`config.mk`:
```
export PLATFORM = sky130hd
export DESIGN_NAME = gpio_pulse_gen
export DESIGN_NICKNAME = d
export VERILOG_FILES = /design/src/rtl/gpio_pkg.sv /design/src/rtl/gpio_pulse_gen.sv
export SDC_FILE = /design/constraint.sdc
export NUM_CORES = 1
export LEC_CHECK = 0
export ABC_AREA = 1
export CAP_MARGIN = 10
export CORE_MARGIN = 2
export CORE_UTILIZATION = 58
export DETAILED_ROUTE_END_ITERATION = 6
export PLACE_DENSITY = 0.82
export SLEW_MARGIN = 15
export SYNTH_ARGS = -nofsm -noshare
export SYNTH_HDL_FRONTEND = slang
export SYNTH_SLANG_ARGS = --single-unit
```
`constraint.sdc`:
```
create_clock -name clk -period 2.2 [get_ports clk]
set_input_delay 0.55 -clock clk [delete_from_list [all_inputs] [get_ports clk]]
set_output_delay 0.55 -clock clk [all_outputs]
set_load 0.02 [all_outputs]
```
`src/rtl/gpio_pkg.sv`:
```
// Shared GPIO definitions: pulse generator FSM states and default field widths
// reused by the GPIO register map.
package gpio_pkg;

  typedef enum logic [1:0] {
    PG_IDLE = 2'd0,
    PG_HIGH = 2'd1,
    PG_LOW  = 2'd2
  } pulse_state_t;

  localparam int unsigned GPIO_CNT_W = 16;
  localparam int unsigned GPIO_REP_W = 8;

endpackage

```
`src/rtl/gpio_pulse_gen.sv`:
```
// GPIO pulse-train generator: accepts (high, low, count) over valid/ready and drives
// a registered pad with count active/idle pulses, then strobes done.
module gpio_pulse_gen
  import gpio_pkg::*;
#(
  parameter int unsigned CNT_W       = GPIO_CNT_W,
  parameter int unsigned REP_W       = GPIO_REP_W,
  parameter logic        ACTIVE_HIGH = 1'b1
) (
  input  logic             clk,
  input  logic             rst,
  input  logic             cmd_valid,
  output logic             cmd_ready,
  input  logic [CNT_W-1:0] cmd_high_cycles,
  input  logic [CNT_W-1:0] cmd_low_cycles,
  input  logic [REP_W-1:0] cmd_count,
  input  logic             abort,
  output logic             pin_out,
  output logic             busy,
  output logic             done,
  output logic             done_aborted
);

  localparam logic PinActive = ACTIVE_HIGH;
  localparam logic PinIdle   = ~ACTIVE_HIGH;

  pulse_state_t     state_q, state_d;
  logic [CNT_W-1:0] cnt_q, cnt_d;
  logic [CNT_W-1:0] high_q, high_d;
  logic [CNT_W-1:0] low_q, low_d;
  logic [REP_W-1:0] rep_q, rep_d;
  logic             pin_q, pin_d;
  logic             busy_q, busy_d;
  logic             done_q, done_d;
  logic             done_ab_q, done_ab_d;

  logic             accept;
  logic [CNT_W-1:0] high_m1, low_m1;

  assign cmd_ready = (state_q == PG_IDLE) && !rst;
  assign accept    = cmd_valid && cmd_ready;

  // Reload values are (length - 1); a zero length behaves as one cycle.
  assign high_m1 = (cmd_high_cycles == '0) ? '0 : cmd_high_cycles - CNT_W'(1);
  assign low_m1  = (cmd_low_cycles == '0) ? '0 : cmd_low_cycles - CNT_W'(1);

  always_comb begin
    state_d   = state_q;
    cnt_d     = cnt_q;
    high_d    = high_q;
    low_d     = low_q;
    rep_d     = rep_q;
    pin_d     = pin_q;
    busy_d    = busy_q;
    done_d    = 1'b0;
    done_ab_d = 1'b0;
    case (state_q)
      PG_IDLE: begin
        if (accept) begin
          high_d = high_m1;
          low_d  = low_m1;
          if (cmd_count == '0) begin
            done_d = 1'b1;
          end else begin
            state_d = PG_HIGH;
            cnt_d   = high_m1;
            rep_d   = cmd_count - REP_W'(1);
            pin_d   = PinActive;
            busy_d  = 1'b1;
          end
        end
      end
      PG_HIGH: begin
        if (abort) begin
          state_d   = PG_IDLE;
          cnt_d     = '0;
          pin_d     = PinIdle;
          busy_d    = 1'b0;
          done_d    = 1'b1;
          done_ab_d = 1'b1;
        end else if (cnt_q == '0) begin
          state_d = PG_LOW;
          cnt_d   = low_q;
          pin_d   = PinIdle;
        end else begin
          cnt_d = cnt_q - CNT_W'(1);
        end
      end
      PG_LOW: begin
        if (abort || (cnt_q == '0 && rep_q == '0)) begin
          state_d   = PG_IDLE;
          cnt_d     = '0;
          pin_d     = PinIdle;
          busy_d    = 1'b0;
          done_d    = 1'b1;
          done_ab_d = abort;
        end else if (cnt_q == '0) begin
          state_d = PG_HIGH;
          cnt_d   = high_q;
          rep_d   = rep_q - REP_W'(1);
          pin_d   = PinActive;
        end else begin
          cnt_d = cnt_q - CNT_W'(1);
        end
      end
      default: begin
        state_d = PG_IDLE;
        pin_d   = PinIdle;
        busy_d  = 1'b0;
      end
    endcase
  end

  always_ff @(posedge clk) begin
    if (rst) begin
      state_q   <= PG_IDLE;
      cnt_q     <= '0;
      high_q    <= '0;
      low_q     <= '0;
      rep_q     <= '0;
      pin_q     <= PinIdle;
      busy_q    <= 1'b0;
      done_q    <= 1'b0;
      done_ab_q <= 1'b0;
    end else begin
      state_q   <= state_d;
      cnt_q     <= cnt_d;
      high_q    <= high_d;
      low_q     <= low_d;
      rep_q     <= rep_d;
      pin_q     <= pin_d;
      busy_q    <= busy_d;
      done_q    <= done_d;
      done_ab_q <= done_ab_d;
    end
  end

  assign pin_out      = pin_q;
  assign busy         = busy_q;
  assign done         = done_q;
  assign done_aborted = done_ab_q;

endmodule

```
Yosys cells after proc, flatten, opt, wreduce, memory -nomap -nowiden

Cells that the tools add are included.

Bits of input ports: 44
Register bits: 62
Output and inout port bits: 5

Reductions and logical operators: 18
Add/subtract/negate cells: 5
Multiplexer cells: 38
Eq/ne operators: 10

Operators with widths:

| cell                                               | count |
|---|---|
| two-way mux 16 bit                                 | 8 |
| logical NOT 16 bit                                 | 3 |
| one-hot mux 16 bit (3 select lines)                | 1 |
| subtractor 16 x 1 -> 16 bit, second input constant | 3 |
| two-way mux 8 bit                                  | 4 |
| logical NOT 8 bit                                  | 2 |
| one-hot mux 8 bit (2 select lines)                 | 1 |
| subtractor 8 x 1 -> 8 bit, second input constant   | 2 |
| two-way mux 1 bit                                  | 13 |
| two-way mux 2 bit                                  | 6 |
| != test 2 bit, second input constant               | 6 |
| one-hot mux 1 bit (3 select lines)                 | 3 |
| AND reduction 4 bit                                | 2 |
| != test 3 bit, second input constant               | 2 |
| one-hot mux 2 bit (3 select lines)                 | 1 |
| AND reduction 5 bit                                | 1 |
| logical AND 1 bit                                  | 3 |
| AND reduction 3 bit                                | 1 |
| nonzero test 3 bit                                 | 1 |
| == test 2 x 1 -> 1 bit, second input constant      | 1 |
| == test 2 bit, second input constant               | 1 |
| logical NOT 2 bit                                  | 1 |
| one-hot mux 1 bit (2 select lines)                 | 1 |
| AND reduction 2 bit                                | 1 |
| 3 further kinds                                    | 3 |

Logic depth before layout (Yosys ltp)

Depth in word-level cells: 5
Gate-level depth with buffers: 14

Worst setup path after synthesis

No wires, ideal clock.

Path kind: reg2reg
Start point: reg state_q[0]
End point: reg rep_q[6]
Arrival: 1,855 ps
Required time: 2,084 ps
Stages on the path, launching flop included: 12
Setup slack: 229 ps
Period minus slack after synthesis: 1,971 ps
Setup time: 116 ps
Path buffers: 1
Cells stage by stage: dfxtp_1 > inv_1 > ha_1 > buf_6 > o21ai_0 > ha_1 > inv_1 > nor2_1 > nand4_1 > xor2_1 > o21ai_0 > nor2_1

Longest elaborated chain between the ends: 5

Ends and longest elaborated chain:

| element                              | line                                       | source |
|---|---|---|
| from (decl)                          | gpio_pulse_gen.sv:27                       | `pulse_state_t state_q, state_d;` |
| from (signal assigned)               | gpio_pulse_gen.sv:126                      | `state_q <= state_d;` |
| logical NOT 2 bit                    | gpio_pulse_gen.sv:40, gpio_pulse_gen.sv:57 |  |
| logical AND 1 bit                    | gpio_pulse_gen.sv:40                       | `assign cmd_ready = (state_q == PG_IDLE) && !rst;` |
| logical AND 1 bit                    | gpio_pulse_gen.sv:41                       | `assign accept = cmd_valid && cmd_ready;` |
| != test 2 bit (no source line)       | --                                         |  |
| AND reduction 5 bit (no source line) | --                                         |  |
| to (signal assigned)                 | gpio_pulse_gen.sv:130                      | `rep_q <= rep_d;` |
| to (decl)                            | gpio_pulse_gen.sv:31                       | `logic [REP_W-1:0] rep_q, rep_d;` |

Several ways; a longest one is shown, not always the timed one.
A chain may end at the register's enable or synchronous reset.

Worst setup path after layout

Start point: in cmd_low_cycles[1]
End point: reg low_q[13]

Longest elaborated chain between the ends: 2

Ends and longest elaborated chain:

| element                                                                  | line                  | source |
|---|---|---|
| from (decl)                                                              | gpio_pulse_gen.sv:15  | `input logic [CNT_W-1:0] cmd_low_cycles,` |
| subtractor 16 x 1 -> 16 bit / logical NOT 16 bit (equally long branches) | gpio_pulse_gen.sv:45  | `assign low_m1 = (cmd_low_cycles == '0) ? '0 : cmd_low_cycles - CNT_W'(1);` |
| two-way mux 16 bit *                                                     | gpio_pulse_gen.sv:45  |  |
| to (signal assigned)                                                     | gpio_pulse_gen.sv:129 | `low_q <= low_d;` |
| to (decl)                                                                | gpio_pulse_gen.sv:30  | `logic [CNT_W-1:0] low_q, low_d;` |

Mark *: on every way between the ends. The rest lies on a longest branch, timed or not.

==> run_results.csv <==
group,metric,value,unit
global_routing,grt_pass1_wl,22430,µm
die,ios,49,
routing,drtAntennaViolNets,0,
pwr,swShare,0.4665,
yosys,ys_seq_area_frac,0.2748,
yosys,yosysWarnings,0,
setup_path,crit_type,"in -> reg",
yosys,synthCells,735,
routing,drt-vias-per-instance,5.539,
yosys,synthFlopType,"dfxtp_1",
place,dp_hpwl,9885,µm
setup_path,rr_worst_depth,11,
die,core,7647,µm²
global_routing,antenna_found_initial,0,
timing,fin_crit_sh,0.9781,
cells_and_area,layout.nets,892,
clocking,clock_path_buffers,2,
yosys,synthArstFlopShare,0,
hold_path,hp-class,"reg -> reg",
cells_and_area,drive_above_1_share,0.1483,
yosys,synthesis.area,4517,µm²
run_status,status,"completed",
timing,slew_viol_final,0,
timing,final.setup_skew,0.01258,ns
timing,timing.final.ws_setup,0.04816,ns
clocking,tritoncts,"done",
clocking,cts_made_buffers,9,
die,dieWidth,92.25,µm
yosys,syn_avg_cell_area,6.145,µm²
clocking,clkLatencyLatePin,0.35,ns
timing,fmax,464.7,MHz
yosys,ys_ff_latch,62,
timing,relSlewSlack,0.7343,
routing,route.detailed.drc,0,
clocking,numClockSinks,62,
global_routing,grt_pass1_vias,4964,
die,row_count,32,
die,initial_utilization,0.5906,
cells_and_area,layout_common_cells,"nand2_1, nor2_1, inv_1",
routing,vias,5234,
pwr,ir_drop,0.0005525,V
global_routing,grt_usage,0.3276,
setup_path,worstSetupStartpointType,"primary input",
yosys,synth_edf_count,0,
routing,dr.pass1.iters,5,
cells_and_area,fin_util,0.7592,
routing,wl,13570,µm
clocking,clk_pin_slew,0.07,ns
pwr,power_frac_comb,0.550,
cells_and_area,final_common_cell,"nand2_1",
routing,drtIter0Drc,617,
setup_path,end_kind,"register",
clocking,cts_max_level,3,
die,die_h,92.25,µm
yosys,synth_cell_type_count,41,
global_routing,grt_max_degree,31,
pwr,p_int,3.563,mW
pwr,p_clk_frac,0.192,
cells_and_area,syn2layout_area_growth,28.53,%
die,dieArea,8509,µm²
timing,setup_viol,0,
timing,finalHoldViolCount,0,
yosys,syn_nets,789,
global_routing,grt-ovfl-total,0,
routing,wl_per_cell,14.36,µm
clocking,holdBufCountCts,0,
pwr,powerDensity,1150,nW/µm²
timing,grt_setup_unrepaired,"yes",
place,port_buffers,48,
setup_path,arrival,2.37,ns
cells_and_area,antenna-diode-count,0,
place,dp_worst_setup_slack,-0.1598,ns
timing,post-route-min-period,2.152,ns
cells_and_area,fillCellCount,639,
timing,tightestPinTransition,0.3956,ns
place,gp_congestion,0.9369,
flow_run,cap_violations,0,
setup_path,required,2.42,ns
pwr,leakage,2.714,nW
setup_path,cp_max_fo,6,
clocking,cts_root_buf,"clkbuf_8",
pwr,power.switching,3.115,mW
hold_path,hold_depth,2,
pwr,pwr-share-seq,0.258,
## final cells by class
type / count / area (µm²) / share of cell area
well taps: 102 / 127.6 / 0.02198
multi-input cells: 554 / 2798 / 0.4819
clock inverters: 5 / 106.4 / 0.01832
repair inverters: 1 / 5.005 / 0.0008621
clock buffers: 11 / 141.4 / 0.02435
inverters: 92 / 354.1 / 0.06099
flip-flops and latches: 62 / 1242 / 0.2140
repair buffers: 118 / 1031 / 0.1776
## routing by layer
metal  vias to the layer above  GRT usage  routed length, µm
met1                      2358     0.4041               5495
met5                         -          0                  0
met3                        52    0.05588                994
met2                       265     0.5600               6549
li1                       2559          -                  -
met4                         0     0.1443                530
## kinds of logic after synthesis
group,after synthesis,share of synthesized area
AO/OA/AOI/OAI,126,0.1496
XOR/XNOR,26,0.05041
adder cells (fa/ha/maj),10,0.02770
buffers and inverters,119,0.1119
flip-flops,62,0.2748
AND/OR/NAND/NOR,392,0.3856
## synth_stat cells, drive strengths merged, types with 3 or more instances
cell type / number / share of area
nand4: 9 / 0.012
o21ai: 68 / 0.079
inv: 90 / 0.075
clkbuf: 14 / 0.014
buf: 13 / 0.021
ha: 10 / 0.028
nand2: 193 / 0.17
nor2: 110 / 0.11
dfxtp: 62 / 0.27
xor2: 16 / 0.031
a21oi: 48 / 0.056
nor3: 4 / 0.0091
nand3b: 3 / 0.0050
xnor2: 10 / 0.019
nand3: 68 / 0.078
a31oi: 4 / 0.0055
## registers in the layout (all words and copies together) (netlist names)
name,cells
cnt_q,16
high_q,16
low_q,16
rep_q,8
state_q,2
busy,1
done,1
done_aborted,1
pin_out,1
## power groups by stage
stage	combinational (mW)	clock, mW	sequential (mW)
after global routing	4.06	1.32	1.76
final	3.67	1.28	1.72
after global placement	3.44	0	1.72
after CTS	3.56	1.27	1.71
after floorplan	2.56	0	1.69
after detailed placement	3.50	0	1.74
## metrics by stage
stage / instances / hold slack (ns) / cell area (µm²) / setup TNS, ns / power [mW]
floorplan: 735 / 0.4401 / 4517 / 0 / 4.248
global route: 945 / 0.4832 / 5806 / -0.3681 / 7.147
global placement: 927 / 0.4522 / 5509 / -1.978 / 5.159
detailed placement: 927 / 0.4572 / 5509 / -3.030 / 5.240
finish: 945 / 0.4678 / 5806 / 0 / 6.678
CTS: 943 / 0.4680 / 5756 / 0 / 6.538
## worst paths after layout
| path | start | slack, ns | endpoint |
|---|---|---|---|
| worst min register to register | low_q[3] | 0.47 | low_q[3] |
| worst max-delay path | cmd_low_cycles[1] | 0.05 | low_q[13] |
| worst min-delay path | low_q[3] | 0.47 | low_q[3] |
| worst max register to register | state_q[1] | 0.17 | low_q[13] |
## critical path, stage by stage
cell and delay [ns]:
clkdlybuf4s50_1 0.41, inv_1 0.08, ha_2 0.19, nand3_2 0.10, nor3_4 0.17, nand3_2 0.14
o21ai_4 0.19, clkinvlp_2 0.30, nand2_1 0.16, a21oi_1 0.07
## repair_timing
item                       in CTS  in global routing
buffers inserted                0                  1
setup endpoints to repair       2                 12
resized for setup               2                 12
gates cloned                    0                  1
(Power assumes the default switching activity.)
